### config.mk
export PLATFORM = sky130hd
export DESIGN_NAME = alu4_share_ctrl
export DESIGN_NICKNAME = d
export VERILOG_FILES = /design/src/rtl/alu4_pkg.sv /design/src/rtl/alu4_core.sv /design/src/rtl/alu4_share_ctrl.sv
export SDC_FILE = /design/constraint.sdc
export NUM_CORES = 1
export LEC_CHECK = 0
export BUFFER_PORTS_ARGS = -buffer_cell sky130_fd_sc_hd__buf_2
export CAP_MARGIN = 20
export CELL_PAD_IN_SITES_DETAIL_PLACEMENT = 1
export CELL_PAD_IN_SITES_GLOBAL_PLACEMENT = 2
export CORE_MARGIN = 1.5
export CORE_UTILIZATION = 32
export DETAILED_ROUTE_END_ITERATION = 6
export HOLD_SLACK_MARGIN = 0.15
export PLACE_DENSITY = 0.81
export SYNTH_ARGS = -nofsm -noshare
export SYNTH_HDL_FRONTEND = slang
export SYNTH_SLANG_ARGS = --single-unit
### constraint.sdc
create_clock -name clk -period 3.2 [get_ports clk]
set_input_delay 0.32 -clock clk [delete_from_list [all_inputs] [get_ports clk]]
set_output_delay 0.32 -clock clk [all_outputs]
set_load 0.01 [all_outputs]
### src/rtl/alu4_pkg.sv
// Shared definitions for the shared 4-bit ALU controller:
// opcode encodings, controller FSM states and the datapath width.
package alu4_pkg;

  localparam int DW = 4;

  localparam logic [2:0] OP_ADD = 3'b000;
  localparam logic [2:0] OP_SUB = 3'b001;
  localparam logic [2:0] OP_NOT = 3'b010;
  localparam logic [2:0] OP_AND = 3'b011;
  localparam logic [2:0] OP_OR  = 3'b100;
  localparam logic [2:0] OP_XOR = 3'b101;
  localparam logic [2:0] OP_SLT = 3'b110;
  localparam logic [2:0] OP_EQ  = 3'b111;

  typedef enum logic [1:0] {
    S_IDLE = 2'd0,
    S_EXEC = 2'd1,
    S_RESP = 2'd2
  } state_t;

endpackage

### src/rtl/alu4_core.sv
// Combinational 4-bit ALU slice: one shared adder serves add, sub, slt and eq,
// so slt/eq report the carry and overflow of their internal subtraction.
module alu4_core
  import alu4_pkg::*;
(
  input  logic [DW-1:0] a,
  input  logic [DW-1:0] b,
  input  logic [2:0]    op,
  output logic [DW-1:0] result,
  output logic          zero,
  output logic          over,
  output logic          cout
);

  logic [DW-1:0] xb;
  logic [DW:0]   sum;
  logic          arith_over;

  always_comb begin
    xb         = (op == OP_ADD) ? b : ~b;
    sum        = {1'b0, a} + {1'b0, xb} + {{DW{1'b0}}, (op != OP_ADD)};
    arith_over = (a[DW-1] == xb[DW-1]) && (sum[DW-1] != a[DW-1]);

    result = '0;
    over   = 1'b0;
    cout   = 1'b0;
    unique case (op)
      OP_ADD, OP_SUB: begin
        result = sum[DW-1:0];
        over   = arith_over;
        cout   = sum[DW];
      end
      OP_NOT: result = ~a;
      OP_AND: result = a & b;
      OP_OR:  result = a | b;
      OP_XOR: result = a ^ b;
      // signed less-than: sign of the difference corrected by overflow
      OP_SLT: begin
        result = {{(DW-1){1'b0}}, sum[DW-1] ^ arith_over};
        over   = arith_over;
        cout   = sum[DW];
      end
      OP_EQ: begin
        result = {{(DW-1){1'b0}}, (a == b)};
        over   = arith_over;
        cout   = sum[DW];
      end
      default: result = '0;
    endcase
    zero = (result == '0);
  end

endmodule

### src/rtl/alu4_share_ctrl.sv
// Round-robin sharing controller: grants one of two requesters in IDLE,
// computes on the latched operands in EXEC, and holds a tagged response in RESP.
module alu4_share_ctrl
  import alu4_pkg::*;
#(
  parameter int CNT_W = 8
) (
  input  logic             clk,
  input  logic             rst_n,
  input  logic [1:0]       req_valid,
  output logic [1:0]       req_ready,
  input  logic [DW-1:0]    req0_a,
  input  logic [DW-1:0]    req0_b,
  input  logic [2:0]       req0_op,
  input  logic [DW-1:0]    req1_a,
  input  logic [DW-1:0]    req1_b,
  input  logic [2:0]       req1_op,
  output logic             rsp_valid,
  input  logic             rsp_ready,
  output logic             rsp_id,
  output logic [DW-1:0]    rsp_result,
  output logic             rsp_zero,
  output logic             rsp_over,
  output logic             rsp_cout,
  output logic             busy,
  output logic [CNT_W-1:0] grant_cnt0,
  output logic [CNT_W-1:0] grant_cnt1
);

  state_t        state, state_next;
  logic          rr_ptr;
  logic [1:0]    grant;
  logic [DW-1:0] a_q, b_q;
  logic [2:0]    op_q;
  logic          id_q;
  logic [DW-1:0] alu_result;
  logic          alu_zero, alu_over, alu_cout;

  alu4_core u_core (
    .a      (a_q),
    .b      (b_q),
    .op     (op_q),
    .result (alu_result),
    .zero   (alu_zero),
    .over   (alu_over),
    .cout   (alu_cout)
  );

  // rr_ptr only breaks ties; a lone requester is always granted
  always_comb begin
    grant = 2'b00;
    unique case (req_valid)
      2'b01:   grant = 2'b01;
      2'b10:   grant = 2'b10;
      2'b11:   grant = rr_ptr ? 2'b10 : 2'b01;
      default: grant = 2'b00;
    endcase
  end

  always_comb begin
    state_next = state;
    req_ready  = 2'b00;
    unique case (state)
      S_IDLE: begin
        req_ready = grant;
        if (|grant) state_next = S_EXEC;
      end
      S_EXEC: state_next = S_RESP;
      S_RESP: if (rsp_valid && rsp_ready) state_next = S_IDLE;
      default: state_next = S_IDLE;
    endcase
  end

  always_ff @(posedge clk or negedge rst_n) begin
    if (!rst_n) state <= S_IDLE;
    else        state <= state_next;
  end

  always_ff @(posedge clk or negedge rst_n) begin
    if (!rst_n) begin
      rr_ptr     <= 1'b0;
      a_q        <= '0;
      b_q        <= '0;
      op_q       <= '0;
      id_q       <= 1'b0;
      rsp_valid  <= 1'b0;
      rsp_id     <= 1'b0;
      rsp_result <= '0;
      rsp_zero   <= 1'b0;
      rsp_over   <= 1'b0;
      rsp_cout   <= 1'b0;
      grant_cnt0 <= '0;
      grant_cnt1 <= '0;
    end else begin
      unique case (state)
        S_IDLE: begin
          if (grant[1]) begin
            a_q        <= req1_a;
            b_q        <= req1_b;
            op_q       <= req1_op;
            id_q       <= 1'b1;
            grant_cnt1 <= grant_cnt1 + CNT_W'(1);
          end else if (grant[0]) begin
            a_q        <= req0_a;
            b_q        <= req0_b;
            op_q       <= req0_op;
            id_q       <= 1'b0;
            grant_cnt0 <= grant_cnt0 + CNT_W'(1);
          end
        end
        S_EXEC: begin
          rsp_valid  <= 1'b1;
          rsp_id     <= id_q;
          rsp_result <= alu_result;
          rsp_zero   <= alu_zero;
          rsp_over   <= alu_over;
          rsp_cout   <= alu_cout;
        end
        S_RESP: begin
          // the requester just served loses the next tie
          if (rsp_valid && rsp_ready) begin
            rsp_valid <= 1'b0;
            rr_ptr    <= ~rsp_id;
          end
        end
        default: ;
      endcase
    end
  end

  assign busy = (state != S_IDLE);

endmodule

==> results.txt <==
STA classifies the critical path endpoint as a flop. The logs give 0.150 for the total track usage and 2 for the depth of the CTS H-tree. The logs give 5 for the CTS buffer count and 3.56 ps for the clock skew after layout.

The relative slew slack is 0.385, and the number of nets in the final layout is 333. The post-synthesis share of cell area spent on xor and xnor gates was 0.0834. After clock tree synthesis, the clock-pin slew on the worst setup and hold paths is 80 ps. The effective utilization at floorplan is 0.328, and the share of cell area taken by muxes after synthesis is 0.0148. The number of hold violations in the final report was 0. After detailed routing, the average wire length per cell comes to 14.3 microns. For the area of the multi-input gates, the log shows 0.00110 sq mm. The sequential cell area was 0.00100 sq mm. Pin placement for this block handled 55 I/O pins. The tools report the number of nets in the synthesized netlist as 275. The complex-gate fraction of the synthesized area was 0.128; the width of the die was 86 microns. In this run the register-to-register setup slack is 700 ps. The maximum operating frequency came out at 401 MHz. The worst setup path is launched from a flop.

Leaving out fill and tap cells, the most frequent cells in the layout are sky130_fd_sc_hd__buf_2 (54), sky130_fd_sc_hd__dfrtp_1 (40), sky130_fd_sc_hd__nor2_1 (34), sky130_fd_sc_hd__nand2_1 (26), sky130_fd_sc_hd__inv_1 (14). After the first detailed-routing iteration, the DRC count stood at 86. The post-synthesis cell area is 0.00220 sq mm. The total number of vias is 1,831.

Area growth from synthesis to layout: 21.7%. The most instantiated flip-flop cell in the synthesis netlist was sky130_fd_sc_hd__dfrtp_1. The worst-case IR drop observed on VDD is 0.294 mV. For this run, the number of Yosys warnings is 0. The run gives 8640 microns as the first-pass GRT wire length. The maximum number of pins on one net before global-route repair was 41. The synthesized-area fraction occupied by and/or/nand/nor cells was 0.192. The area share of fa/ha/maj cells after synthesis works out to 0.0829. The reported leakage power was 1.39 nW. At the worst endpoint, the arrival time is 2690 ps. The clock reaches the later pin of the worst-skew pair after 290 ps.

The count of cells resized by post-cts repair is 0, and the quantity of hold-fixing buffers added after cts is 0. The fraction of the cycle the final worst path needs came out at 0.780. The final critical-path required period was 2500 ps; the post-synthesis instance total was 234. The fraction of final layout cells with drive strength greater than 1 works out to 0.263. The average instance in the mapped netlist occupies 9.42 sq um. The share of async-settable or async-resettable flops after synthesis was 1.00. Main combinational cell family by area after synthesis: simple AND/OR/NAND/NOR gates. Data on the critical path is required at its endpoint by 3390 ps. The worst register-to-register path begins at op_q[1]$_DFFE_PN0P_. In this run the post-CTS setup repair buffer count came out at 0.

The full die area was 0.00740 sq mm; the number of port buffers was 54. In this run, distinct cell masters in the synthesized netlist total 43. The weighted congestion reported at the end of routability-driven placement is 0.763.

The final count of negative-setup-slack endpoints came out at 0. The tools report the number of iterations in the first detailed-routing pass as 4. The most common cell after layout, fill and taps aside was sky130_fd_sc_hd__buf_2. In this run the power density over the cells is 1020 mW/mm^2. The core region is 0.00672 sq mm. The flow ran to the end, and the final reports show no timing, DRC or antenna violations.

The die is 86 microns tall. The count of cells along the worst register-to-register path is 8. In this run the clock root is driven by a sky130_fd_sc_hd__clkbuf_8.

The class of the most critical setup path is reg2reg. The run gives 5350 microns as the sum of routed wire length over all layers. Total grt overflow: 0. The number of synthesized flops with an enable pin was 0. The logs give 0 for the post-detailed-route count of antenna-violating nets and 373 for the non-filler instance count after layout.

The utilization after layout was 0.399. The logs give 0 for the number of antenna violations at the first check in global routing and 1,774 for the via count of the first global-routing pass. Including well taps, the total number of placed cells is 365.

The tools report the antenna diode instance count as 0. Summed over all failing endpoints, the final setup total negative slack is 0 ps. The share of the yosys chip area belonging to registers was 0.454. The mean number of vias per cell was 4.91; the total of fill cells in the finished design was 810. Synthesis inferred 40 register bits. The number of pins exceeding their max-slew limit in the final report came out at 0.

TritonCTS built the clock tree. Total half-perimeter wirelength after legalization and detailed placement: 4020 microns. The type of the worst min-delay path was in2async. The endpoint identified for the worst register-to-register timing path is rsp_zero$_DFFE_PN0P_. The actual transition at the worst max-transition pin came out at 919 ps.

The logs give 30 for the number of cell rows and 0 for the count of unresolved DRC violations after routing. Setup repair after global routing left no endpoint under its margin. The logs give 2 for the maximum clock insertion buffer count and 0 for the number of violations of the max-capacitance limit. Of all nets on the critical path, the largest fanout is 4. The clock net in this run drives a total of 40 sinks.
-- routing by layer --
| layer | GRT usage | wire (microns) | up-vias |
|---|---|---|---|
| met5 | 0 | 0 | - |
| met4 | 0.0499 | 72 | 0 |
| met3 | 0.0298 | 204 | 7 |
| met2 | 0.244 | 2550 | 37 |
| met1 | 0.200 | 2530 | 880 |
| li1 | - | - | 907 |
-- registers in the layout, summed over array words and instances (netlist names), 2 cells and up --
register and flops:
b_q 4, grant_cnt1 8, op_q 3, grant_cnt0 8, a_q 4, rsp_result 4, state 2
-- how the worst max path moves through the flow --
stage	startpoint	end	depth (start not counted)
final	op_q[1]$_DFFE_PN0P_	rsp_zero$_DFFE_PN0P_	8
after global routing	op_q[1]$_DFFE_PN0P_	rsp_zero$_DFFE_PN0P_	8
after CTS	op_q[1]$_DFFE_PN0P_	rsp_zero$_DFFE_PN0P_	8
after detailed placement	op_q[1]$_DFFE_PN0P_	rsp_zero$_DFFE_PN0P_	8
after global placement	op_q[1]$_DFFE_PN0P_	rsp_zero$_DFFE_PN0P_	8
after floorplan	op_q[2]$_DFFE_PN0P_	rsp_zero$_DFFE_PN0P_	10
-- layout make-up --
type	count	share of cell area
clock buffer	6	0.0308
clock inverter	2	0.00560
inverter	17	0.0238
multi-input combinational	168	0.412
sequential	40	0.373
tap	80	0.0373
timing repair buffer	60	0.118
-- logic make-up (layout without fill, tap and decap cells) --
logic type / Yosys count / count (layout)
simple gates: 91 / 91
flops: 40 / 40
compound gates: 39 / 39
buf+inv: 26 / 85
xor+xnor: 21 / 21
fa+ha+maj: 14 / 14
mux: 3 / 3
-- stage by stage --
| step | total power [mW] | cell area [sq um] | worst slack (ps) | hold WS (ps) |
|---|---|---|---|---|
| 6_report | 2.75 | 2680 | 705 | 153 |
| 3_3_place_gp | 2.38 | 2580 | 782 | 454 |
| 5_1_grt | 3.00 | 2680 | 491 | 212 |
| 4_1_cts | 2.79 | 2680 | 690 | 186 |
| 3_5_place_dp | 2.42 | 2580 | 711 | 462 |
| 2_1_floorplan | 1.94 | 2200 | 396 | 24.4 |
-- synthesized netlist by cell type (2+ instances only) --
cell / n / area share
sky130_fd_sc_hd__nand4b_1: 2 / 0.0079
sky130_fd_sc_hd__o21ai_0: 4 / 0.0091
sky130_fd_sc_hd__xor2_1: 8 / 0.032
sky130_fd_sc_hd__clkbuf_1: 8 / 0.014
sky130_fd_sc_hd__o21ai_1: 5 / 0.011
sky130_fd_sc_hd__nor3_1: 5 / 0.011
sky130_fd_sc_hd__inv_2: 3 / 0.0051
sky130_fd_sc_hd__a21o_1: 2 / 0.0068
sky130_fd_sc_hd__dfrtp_1: 40 / 0.45
sky130_fd_sc_hd__inv_1: 14 / 0.024
sky130_fd_sc_hd__nand2b_1: 2 / 0.0057
sky130_fd_sc_hd__nand2_1: 26 / 0.044
sky130_fd_sc_hd__o22ai_1: 12 / 0.034
sky130_fd_sc_hd__nand3_1: 9 / 0.020
sky130_fd_sc_hd__ha_1: 13 / 0.074
sky130_fd_sc_hd__o211a_1: 2 / 0.0091
sky130_fd_sc_hd__or3b_1: 2 / 0.0079
sky130_fd_sc_hd__nor2_1: 34 / 0.058
sky130_fd_sc_hd__a21oi_1: 4 / 0.0091
sky130_fd_sc_hd__xnor2_1: 13 / 0.052
sky130_fd_sc_hd__mux2_2: 2 / 0.010
sky130_fd_sc_hd__nor2b_1: 3 / 0.0085
-- where the power goes --
part	switching [mW]	internal, mW	total (mW)	leakage [nW]
registers	0.214	0.704	0.918	0.495
clock network	0.183	0.175	0.357	0.0434
logic	0.809	0.662	1.47	0.848
-- critical path: stages, from the launching register on --
cell and delay, ps:
sky130_fd_sc_hd__dfrtp_1 410, sky130_fd_sc_hd__nor3_1 290, sky130_fd_sc_hd__xnor2_1 170, sky130_fd_sc_hd__ha_1 310
sky130_fd_sc_hd__a21o_1 190, sky130_fd_sc_hd__a41o_4 250, sky130_fd_sc_hd__xor2_1 140, sky130_fd_sc_hd__a221o_1 330
sky130_fd_sc_hd__o41ai_2 310
(Power assumes the default switching activity.)
